**src/rtl/wb_dma_fetch_if.sv**
```systemverilog
// Wishbone read-initiator bus bundle between the DMA fetcher (master)
// and the SDRAM controller (slave).
interface wb_dma_fetch_if;
  logic [23:0] adr;
  logic [31:0] dat_i;
  logic        ack;
  logic        cyc;
  logic        stb;
  logic        we;
  logic [3:0]  sel;
  logic [2:0]  cti;

  modport master (output adr, cyc, stb, we, sel, cti, input dat_i, ack);
  modport slave  (input adr, cyc, stb, we, sel, cti, output dat_i, ack);
endinterface

```
**src/rtl/wb_dma_fetch.sv**
```systemverilog
// Wishbone read initiator that streams a circular SDRAM word region into a
// show-ahead FIFO using single reads and 2-beat incrementing bursts.
module wb_dma_fetch #(
  parameter int FIFO_AW = 4
) (
  input  logic               wb_clk,
  input  logic               wb_rst,
  input  logic               enable,
  input  logic [21:0]        start_adr,
  input  logic [21:0]        end_adr,
  output logic               busy,
  output logic [FIFO_AW:0]   level,
  input  logic               rd_en,
  output logic [31:0]        rd_dat,
  output logic               rd_empty,
  output logic               underrun,
  wb_dma_fetch_if.master     wb
);

  localparam int DEPTH = 1 << FIFO_AW;
  localparam logic [FIFO_AW:0] FULL       = (FIFO_AW+1)'(DEPTH);
  localparam logic [FIFO_AW:0] LAUNCH_MAX = (FIFO_AW+1)'(DEPTH - 2);
  localparam logic [2:0] CTI_SINGLE = 3'b000;
  localparam logic [2:0] CTI_BURST  = 3'b010;
  localparam logic [2:0] CTI_LAST   = 3'b111;

  typedef enum logic [1:0] {IDLE, REQ, BURST2, GAP} state_e;

  state_e              state_q, state_d;
  logic [21:0]         ptr_q, ptr_d;
  logic [21:0]         adr_q, adr_d;
  logic [2:0]          cti_q, cti_d;
  logic                cyc_q, cyc_d;
  logic                underrun_q, underrun_d;
  logic                enable_q;
  logic [FIFO_AW:0]    level_q, level_d;
  logic [FIFO_AW-1:0]  wr_ptr_q, wr_ptr_d;
  logic [FIFO_AW-1:0]  rd_ptr_q, rd_ptr_d;
  logic [31:0]         fifo_mem [DEPTH];

  logic [21:0] ptr_next;
  logic [21:0] launch_ptr;
  logic        ack_ok, push, pop, flush, rise, launch, free_ok;

  assign ptr_next   = (ptr_q == end_adr) ? start_adr : ptr_q + 22'd1;
  assign rise       = enable && !enable_q && (state_q == IDLE);
  assign launch_ptr = rise ? start_adr : ptr_q;
  assign free_ok    = (level_q <= LAUNCH_MAX);
  assign ack_ok     = wb.ack && ((state_q == REQ) || (state_q == BURST2));
  // Beats that complete while disabled are still taken from the bus but dropped.
  assign push       = ack_ok && enable;
  assign pop        = rd_en && !rd_empty;
  assign flush      = !enable && ((state_q == IDLE) || (state_q == GAP));

  always_comb begin
    state_d    = state_q;
    ptr_d      = ptr_q;
    adr_d      = adr_q;
    cti_d      = cti_q;
    cyc_d      = cyc_q;
    underrun_d = underrun_q;
    launch     = 1'b0;

    if (rd_en && rd_empty) underrun_d = 1'b1;

    case (state_q)
      IDLE: begin
        if (rise) begin
          ptr_d      = start_adr;
          underrun_d = 1'b0;
        end
        launch = enable && free_ok;
      end
      REQ: begin
        if (ack_ok) begin
          ptr_d = ptr_next;
          if (cti_q == CTI_BURST) begin
            state_d = BURST2;
            adr_d   = ptr_next;
            cti_d   = CTI_LAST;
          end else begin
            state_d = GAP;
            cyc_d   = 1'b0;
          end
        end
      end
      BURST2: begin
        if (ack_ok) begin
          ptr_d   = ptr_next;
          state_d = GAP;
          cyc_d   = 1'b0;
        end
      end
      GAP: begin
        // Strobe has been low for this cycle, so the next request may start now.
        state_d = IDLE;
        launch  = enable && free_ok;
      end
      default: state_d = IDLE;
    endcase

    if (launch) begin
      state_d = REQ;
      cyc_d   = 1'b1;
      adr_d   = launch_ptr;
      cti_d   = (!launch_ptr[0] && (launch_ptr != end_adr)) ? CTI_BURST : CTI_SINGLE;
    end
  end

  always_comb begin
    wr_ptr_d = wr_ptr_q;
    rd_ptr_d = rd_ptr_q;
    level_d  = level_q;
    if (push) wr_ptr_d = wr_ptr_q + 1'b1;
    if (pop)  rd_ptr_d = rd_ptr_q + 1'b1;
    case ({push, pop})
      2'b10:   level_d = level_q + 1'b1;
      2'b01:   level_d = level_q - 1'b1;
      default: level_d = level_q;
    endcase
    if (flush) begin
      wr_ptr_d = '0;
      rd_ptr_d = '0;
      level_d  = '0;
    end
  end

  always_ff @(posedge wb_clk) begin
    if (wb_rst) begin
      state_q    <= IDLE;
      ptr_q      <= start_adr;
      adr_q      <= '0;
      cti_q      <= CTI_SINGLE;
      cyc_q      <= 1'b0;
      underrun_q <= 1'b0;
      enable_q   <= 1'b0;
      level_q    <= '0;
      wr_ptr_q   <= '0;
      rd_ptr_q   <= '0;
    end else begin
      state_q    <= state_d;
      ptr_q      <= ptr_d;
      adr_q      <= adr_d;
      cti_q      <= cti_d;
      cyc_q      <= cyc_d;
      underrun_q <= underrun_d;
      enable_q   <= enable;
      level_q    <= level_d;
      wr_ptr_q   <= wr_ptr_d;
      rd_ptr_q   <= rd_ptr_d;
    end
  end

  always_ff @(posedge wb_clk) begin
    if (push) fifo_mem[wr_ptr_q] <= wb.dat_i;
  end

  assert property (@(posedge wb_clk) disable iff (wb_rst) !(push && (level_q == FULL)));

  assign wb.adr   = {adr_q, 2'b00};
  assign wb.cyc   = cyc_q;
  assign wb.stb   = cyc_q;
  assign wb.we    = 1'b0;
  assign wb.sel   = 4'hF;
  assign wb.cti   = cti_q;

  assign busy     = (state_q == REQ) || (state_q == BURST2);
  assign level    = level_q;
  assign rd_dat   = fifo_mem[rd_ptr_q];
  assign rd_empty = (level_q == '0);
  assign underrun = underrun_q;

endmodule

```
**src/flat_wrapper.sv**
```systemverilog
// flat-port wrapper written by rule: the top's interface ports become plain ports
module wb_dma_fetch_flat 
#(
  parameter int FIFO_AW = 4
)
  (wb_clk, wb_rst, enable, start_adr, end_adr, busy, level, rd_en, rd_dat, rd_empty, underrun, wb_adr, wb_cyc, wb_stb, wb_we, wb_sel, wb_cti, wb_dat_i, wb_ack);
  wb_dma_fetch_if wb_i ();
  input  logic wb_clk;
  input  logic wb_rst;
  input  logic enable;
  input  logic [21:0] start_adr;
  input  logic [21:0] end_adr;
  output logic busy;
  output logic [FIFO_AW:0] level;
  input  logic rd_en;
  output logic [31:0] rd_dat;
  output logic rd_empty;
  output logic underrun;
  output wire logic [$bits(wb_i.adr)-1:0] wb_adr;
  output wire logic [$bits(wb_i.cyc)-1:0] wb_cyc;
  output wire logic [$bits(wb_i.stb)-1:0] wb_stb;
  output wire logic [$bits(wb_i.we)-1:0] wb_we;
  output wire logic [$bits(wb_i.sel)-1:0] wb_sel;
  output wire logic [$bits(wb_i.cti)-1:0] wb_cti;
  input wire logic [$bits(wb_i.dat_i)-1:0] wb_dat_i;
  input wire logic [$bits(wb_i.ack)-1:0] wb_ack;
  assign wb_adr = wb_i.adr;
  assign wb_cyc = wb_i.cyc;
  assign wb_stb = wb_i.stb;
  assign wb_we = wb_i.we;
  assign wb_sel = wb_i.sel;
  assign wb_cti = wb_i.cti;
  assign wb_i.dat_i = wb_dat_i;
  assign wb_i.ack = wb_ack;
  wb_dma_fetch #(.FIFO_AW(FIFO_AW)) u_core (.wb_clk(wb_clk), .wb_rst(wb_rst), .enable(enable), .start_adr(start_adr), .end_adr(end_adr), .busy(busy), .level(level), .rd_en(rd_en), .rd_dat(rd_dat), .rd_empty(rd_empty), .underrun(underrun), .wb(wb_i));
endmodule
```
**config.mk**
```make
export PLATFORM = sky130hd
export DESIGN_NAME = wb_dma_fetch_flat
export DESIGN_NICKNAME = d
export VERILOG_FILES = /design/src/rtl/wb_dma_fetch_if.sv /design/src/rtl/wb_dma_fetch.sv /design/src/flat_wrapper.sv
export SDC_FILE = /design/constraint.sdc
export NUM_CORES = 1
export LEC_CHECK = 0
export ABC_AREA = 1
export CORE_UTILIZATION = 60
export CTS_CLUSTER_SIZE = 12
export DETAILED_ROUTE_END_ITERATION = 12
export HOLD_SLACK_MARGIN = 0.1
export PLACE_DENSITY = 0.8
export SYNTH_ARGS = -nofsm -noshare
export SYNTH_HDL_FRONTEND = slang
export SYNTH_SLANG_ARGS = --single-unit
export TNS_END_PERCENT = 5
```
**constraint.sdc**
```tcl
create_clock -name wb_clk -period 4.2 [get_ports wb_clk]
set_clock_uncertainty 0.1 [all_clocks]
set_input_delay 0.42 -clock wb_clk [delete_from_list [all_inputs] [get_ports wb_clk]]
set_output_delay 0.42 -clock wb_clk [all_outputs]
set_load 0.05 [all_outputs]
```
=== After elaboration in Yosys (flattened, before gate mapping) ===
Memories as Yosys holds them, arrays and structs flattened. A register that Yosys moved wholly into a read port is not among the register bits.
Index checks and enable logic that the tools add are counted.

* Register bits: 65
* Latch bits: 0
* RAM bits: 512
* Memory bits (read-only): 0
* Input port bits: 81
* Output and inout port bits: 74
* Logic and storage cells: 99
* Memories kept: 1

* Add/sub/neg operators: 5
* Multipliers: 0
* Div/mod/pow operators: 0
* Order comparisons: 1
* Eq/ne operators: 14
* Shift operators: 0
* Muxes and demuxes: 33
* Bitwise logic cells: 0
* Reduce and logical (&&, ||, !) cells: 34

{| class="wikitable"
|+ Memory list
! memory !! depth !! bits a word !! rd ports !! clocked after memory_dff !! write ports !! line !! text
|-
| u_core.fifo_mem || 16 || 32 || 1 || 1 || 1 || wb_dma_fetch.sv:39 || <nowiki>logic [31:0] fifo_mem [DEPTH];</nowiki>
|}

{| class="wikitable"
|+ Operators by type and width
! kind !! count
|-
| $mux W22 || 8
|-
| $pmux W22 S2 || 1
|-
| $add A22 B1 Y22 const B || 1
|-
| $eq A22 B22 Y1 || 1
|-
| $ne A22 B22 Y1 || 1
|-
| $mux W1 || 12
|-
| $mux W3 || 4
|-
| $pmux W5 S2 || 1
|-
| $logic_and A1 B1 Y1 || 9
|-
| $ne A3 B1 Y1 const B || 3
|-
| $reduce_and A3 Y1 || 3
|-
| $reduce_bool A3 Y1 || 3
|-
| $add A4 B1 Y4 const B || 2
|-
| $mux W4 || 2
|-
| $reduce_bool A2 Y1 || 4
|-
| $reduce_or A2 Y1 || 4
|-
| $eq A2 B2 Y1 const B || 3
|-
| $mux W2 || 3
|-
| $pmux W2 S3 || 1
|-
| $add A5 B1 Y5 const B || 1
|-
| $le A5 B4 Y1 const B || 1
|-
| $logic_not A5 Y1 || 1
|-
| $sub A5 B1 Y5 const B || 1
|-
| $eq A2 B1 Y1 const B || 2
|-
| 10 further kinds || 15
|}

=== Logic depth before layout (Yosys ltp) ===
* Depth in word-level cells: 8
* Depth in mapped cells: 17

=== Least setup slack after synthesis ===
Ideal clock, no wire load.

* Kind: reg2reg
* From: register u_core.state_q[1]
* To: memory u_core.fifo_mem[11][0], enable pin
* Library setup time: 0.421 ns
* Arrival time: 3.171 ns
* Data required time: 3.679 ns
* Path slack: 0.508 ns
* Cell stages (with the launch flop): 9
* Buffers on the path: 0
* Cells stage by stage: dfxtp_1 -> inv_1 -> ha_1 -> nand2_1 -> inv_1 -> nand2_1 -> inv_1 -> nand2_1 -> nor2_1

* Longest elaborated chain between the ends: 6

{| class="wikitable"
|+ Ends and longest elaborated chain
! what !! line !! text
|-
| start: declaration || wb_dma_fetch.sv:29 || <nowiki>state_e state_q, state_d;</nowiki>
|-
| start signal: assignment || wb_dma_fetch.sv:141 || <nowiki>state_q <= state_d;</nowiki>
|-
| $eq A2 B1 Y1 / $eq A2 B2 Y1 (equally long branches) || - ||
|-
| $logic_or A1 B1 Y1 * || - ||
|-
| named net busy || flat_wrapper.sv:13 || <nowiki>output logic busy;</nowiki>
|-
| $logic_and A1 B1 Y1 * || wb_dma_fetch.sv:49 || <nowiki>assign ack_ok = wb.ack && ((state_q == REQ) || (state_q == BURST2));</nowiki>
|-
| $logic_and A1 B1 Y1 * || wb_dma_fetch.sv:51 || <nowiki>assign push = ack_ok && enable;</nowiki>
|-
| $mux W1 * || wb_dma_fetch.sv:155 || <nowiki>if (push) fifo_mem[wr_ptr_q] <= wb.dat_i;</nowiki>
|-
| $mux W1 (implied by the code) * || wb_dma_fetch.sv:155 ||
|-
| end: declaration || wb_dma_fetch.sv:39 ||
|}

Mark *: on every way through the listed nets, which the timed path passes. The rest lies on a longest branch.

==> impl_metrics.py <==
metrics = {
    "outcome": {
        "outcome": "completed",
    },
    "detailed_routing": {
        "drt-met1-wl_microns": 25300,
        "avgRoutedWirePerCell_microns": 22.5,
        "finalWirelength_microns": 65600,
        "vias_per_cell": 6.15,
        "wl_met2_microns": 32000,
        "met3_length_microns": 5570,
        "drcViolationCount": 0,
        "vias": 17900,
        "drtIter0Drc": 1871,
        "drt_first_pass_iters": 6,
        "drtAntennaViolNets": 0,
        "top_layer": "met4",
    },
    "yosys": {
        "ys_async_sr_fraction_pct": 0,
        "synthMuxAreaShare_pct": 4.99,
        "synth_fa_ha_area_share_pct": 0.779,
        "synthFlopType": "edfxtp_1",
        "ys_types": 38,
        "postSynthCellCount": 2215,
        "synth_area_leaders": "edfxtp_1, mux2i_1, nand2_1",
        "synth-simple-area-share_pct": 9.41,
        "synth_edf_count": 534,
        "syn_avg_cell_area_sq_um": 11.6,
        "yosysTopAreaCell": "edfxtp_1",
        "synth_top_family_by_area": "compound AO/OA/AOI/OAI gates",
        "synth_compound_area_share_pct": 11.4,
        "synth.ff_latch_count": 580,
        "synth_top_area_share_pct": 62.4,
        "synth-xor-area-share_pct": 1.33,
        "synth_area_sq_um": 25700,
        "yosys_warnings": 0,
        "yosysSeqAreaShare_pct": 66.0,
    },
    "finish": {
        "stdcell_area_sq_um": 29500,
        "final_cell_mix": "edfxtp_1, nand2_1, inv_1",
        "final_common_cell": "edfxtp_1",
        "area_growth_pct": 14.6,
        "drive_gt1_share_pct": 8.35,
        "nets": 2442,
    },
    "clock_tree": {
        "postCtsHoldBufs": 0,
        "htree_num_levels": 2,
        "cts_tree": "yes",
        "clock-sinks": 580,
        "cts-resized-gates": 0,
        "clk_path_buf_depth": 3,
        "cts_inserted_buffers": 58,
        "worstSkewPairLatency_ns": 0.63,
        "clk_pin_slew_ns": 0.06,
        "root_buffer": "clkbuf_16",
        "post_cts_buffers": 0,
    },
    "floorplanning": {
        "start_util_pct": 61.0,
        "fp.dieH_microns": 209,
        "design.die.area_sq_um": 43700,
        "core_area_sq_um": 42100,
        "rows": 75,
        "die_width_microns": 209,
        "ios": 155,
    },
    "sta": {
        "holdWs_ns": 0.366,
        "fmax_mhz": 262,
        "min_period_ns": 3.82,
        "max-slew-margin-rel_pct": 28.3,
        "setup_tns_ns": 0,
        "fin_crit_sh_pct": 90.9,
        "finalHoldViolCount": 0,
        "rsz0062_at_grt": "false",
        "finalSetupViolations": 0,
        "slew_violations": 0,
        "worst_pin_slew_ns": 1.07,
    },
    "worst_setup_path": {
        "endpoint_kind": "output port",
        "required_ns": 3.68,
        "crit_path_start_kind": "flop",
        "crit_type": "flop to output port",
        "cp_max_fo": 52,
        "arrival_ns": 3.30,
    },
    "min_path": {
        "hold_class": "primary input to flop",
    },
    "power_and_ir_drop": {
        "p_int_mw": 11.2,
        "p_switching_mw": 6.11,
        "p_per_area_nw_per_um2": 589,
        "swShare_pct": 35.2,
        "power.leakage_nw": 10.4,
        "p_comb_share_pct": 31.2,
        "ir_worst_vdd_mv": 0.395,
        "pwr-share-seq_pct": 40.8,
        "clkPwrFrac_pct": 28.0,
    },
    "global_route": {
        "grt_pass1_wl_microns": 99000,
        "first_global_vias": 17300,
        "grt_max_degree": 69,
        "gr-usage-all-layers_pct": 29.9,
        "antenna_found_initial": 1,
        "grt_overflow": 0,
    },
    "placement": {
        "gp_congestion": 0.996,
        "place.detailed.hpwl_microns": 40800,
        "dpl-instance-area_sq_um": 27700,
        "io_buffer_count": 147,
    },
    "run": {
        "maxCapViolCount": 0,
    },
}
path summary, 6_finish.rpt:
path / cells after the start / end / startpoint / slack [ns]
max: 6 / rd_dat[30] / flop / 0.38
min: 3 / u_core.enable_q / enable / 0.37
max reg2reg: 9 / u_core.fifo_mem[7][3] / u_core.state_q[0] / 0.98
min reg2reg: 2 / u_core.wb.cti[0] / u_core.wb.cti[0] / 0.40
final cells by class:
class,instances,area [sq um]
sequential,580,17000
clock inverter,13,166
inverter,239,900
tap,539,674
timing repair buffer,199,1840
fill,2897,12700
antenna,1,2.50
multi-input combinational,1267,7330
clock buffer,74,1570
power by group through the flow:
stage / combinational [mW] / sequential [mW] / clock [mW]
after detailed placement: 5.32 / 7.18 / 0
after CTS: 5.35 / 7.06 / 4.90
after global placement: 5.22 / 7.17 / 0
final: 5.41 / 7.08 / 4.87
after global routing: 5.82 / 7.10 / 5.12
after floorplan: 3.58 / 7.31 / 0
metal layers:
metal	vias up	GRT usage, %
met5	-	0
met4	0	14.5
met3	158	4.43
met2	1016	49.2
met1	8620	39.4
li1	8105	-
cells by family (layout without fill, tap and decap cells):
group	Yosys count	after routing
DFF	580	580
and+or+nand+nor	565	565
AOI/OAI and AO/OA	512	512
buffers and inverters	373	525
muxes	128	128
xor gates and xnor gates	39	39
adders and majority gates	16	16
other	2	8
cells in the mapped netlist (9+ instances only):
cell type,number
mux2i_1,128
nand2_1,340
buf_1,12
inv_2,9
nand4_1,28
o21ai_1,10
ha_1,16
buf_4,29
o21ai_0,184
edfxtp_1,534
inv_1,229
nand2_2,9
nor2_1,70
o211ai_1,136
xor2_1,31
a21oi_1,168
dfxtp_1,46
nand3_1,95
buf_2,26
clkbuf_1,65
flip-flops by register name, indices dropped and copies added (netlist names), named ones only:
signal / flops
u_core.fifo_mem: 512
u_core.adr_q: 22
u_core.ptr_q: 22
u_core.level: 5
u_core.rd_ptr_q: 4
u_core.wr_ptr_q: 4
u_core.state_q: 2
u_core.wb.cti: 2
u_core.enable_q: 1
u_core.underrun: 1
u_core.wb.cyc: 1
critical path, cell delays in order (launching register included):
cell and delay (ns):
dfxtp_4 0.78, buf_4 0.35, mux2i_1 0.11, o211ai_1 0.20, o211ai_1 0.16, nand2_1 0.20, clkdlybuf4s50_1 0.84
stage by stage:
stage	instances	util [%]	worst slack (ns)	power [mW]
detailed placement	2824	65.8	1.01	12.5
global placement	2824	65.8	1.07	12.4
global route	2912	69.9	0.253	18.0
finish	2912	69.9	0.383	17.4
CTS	2911	69.9	0.360	17.3
floorplan	2220	-	0.508	10.9
(Power assumes the default switching activity.)
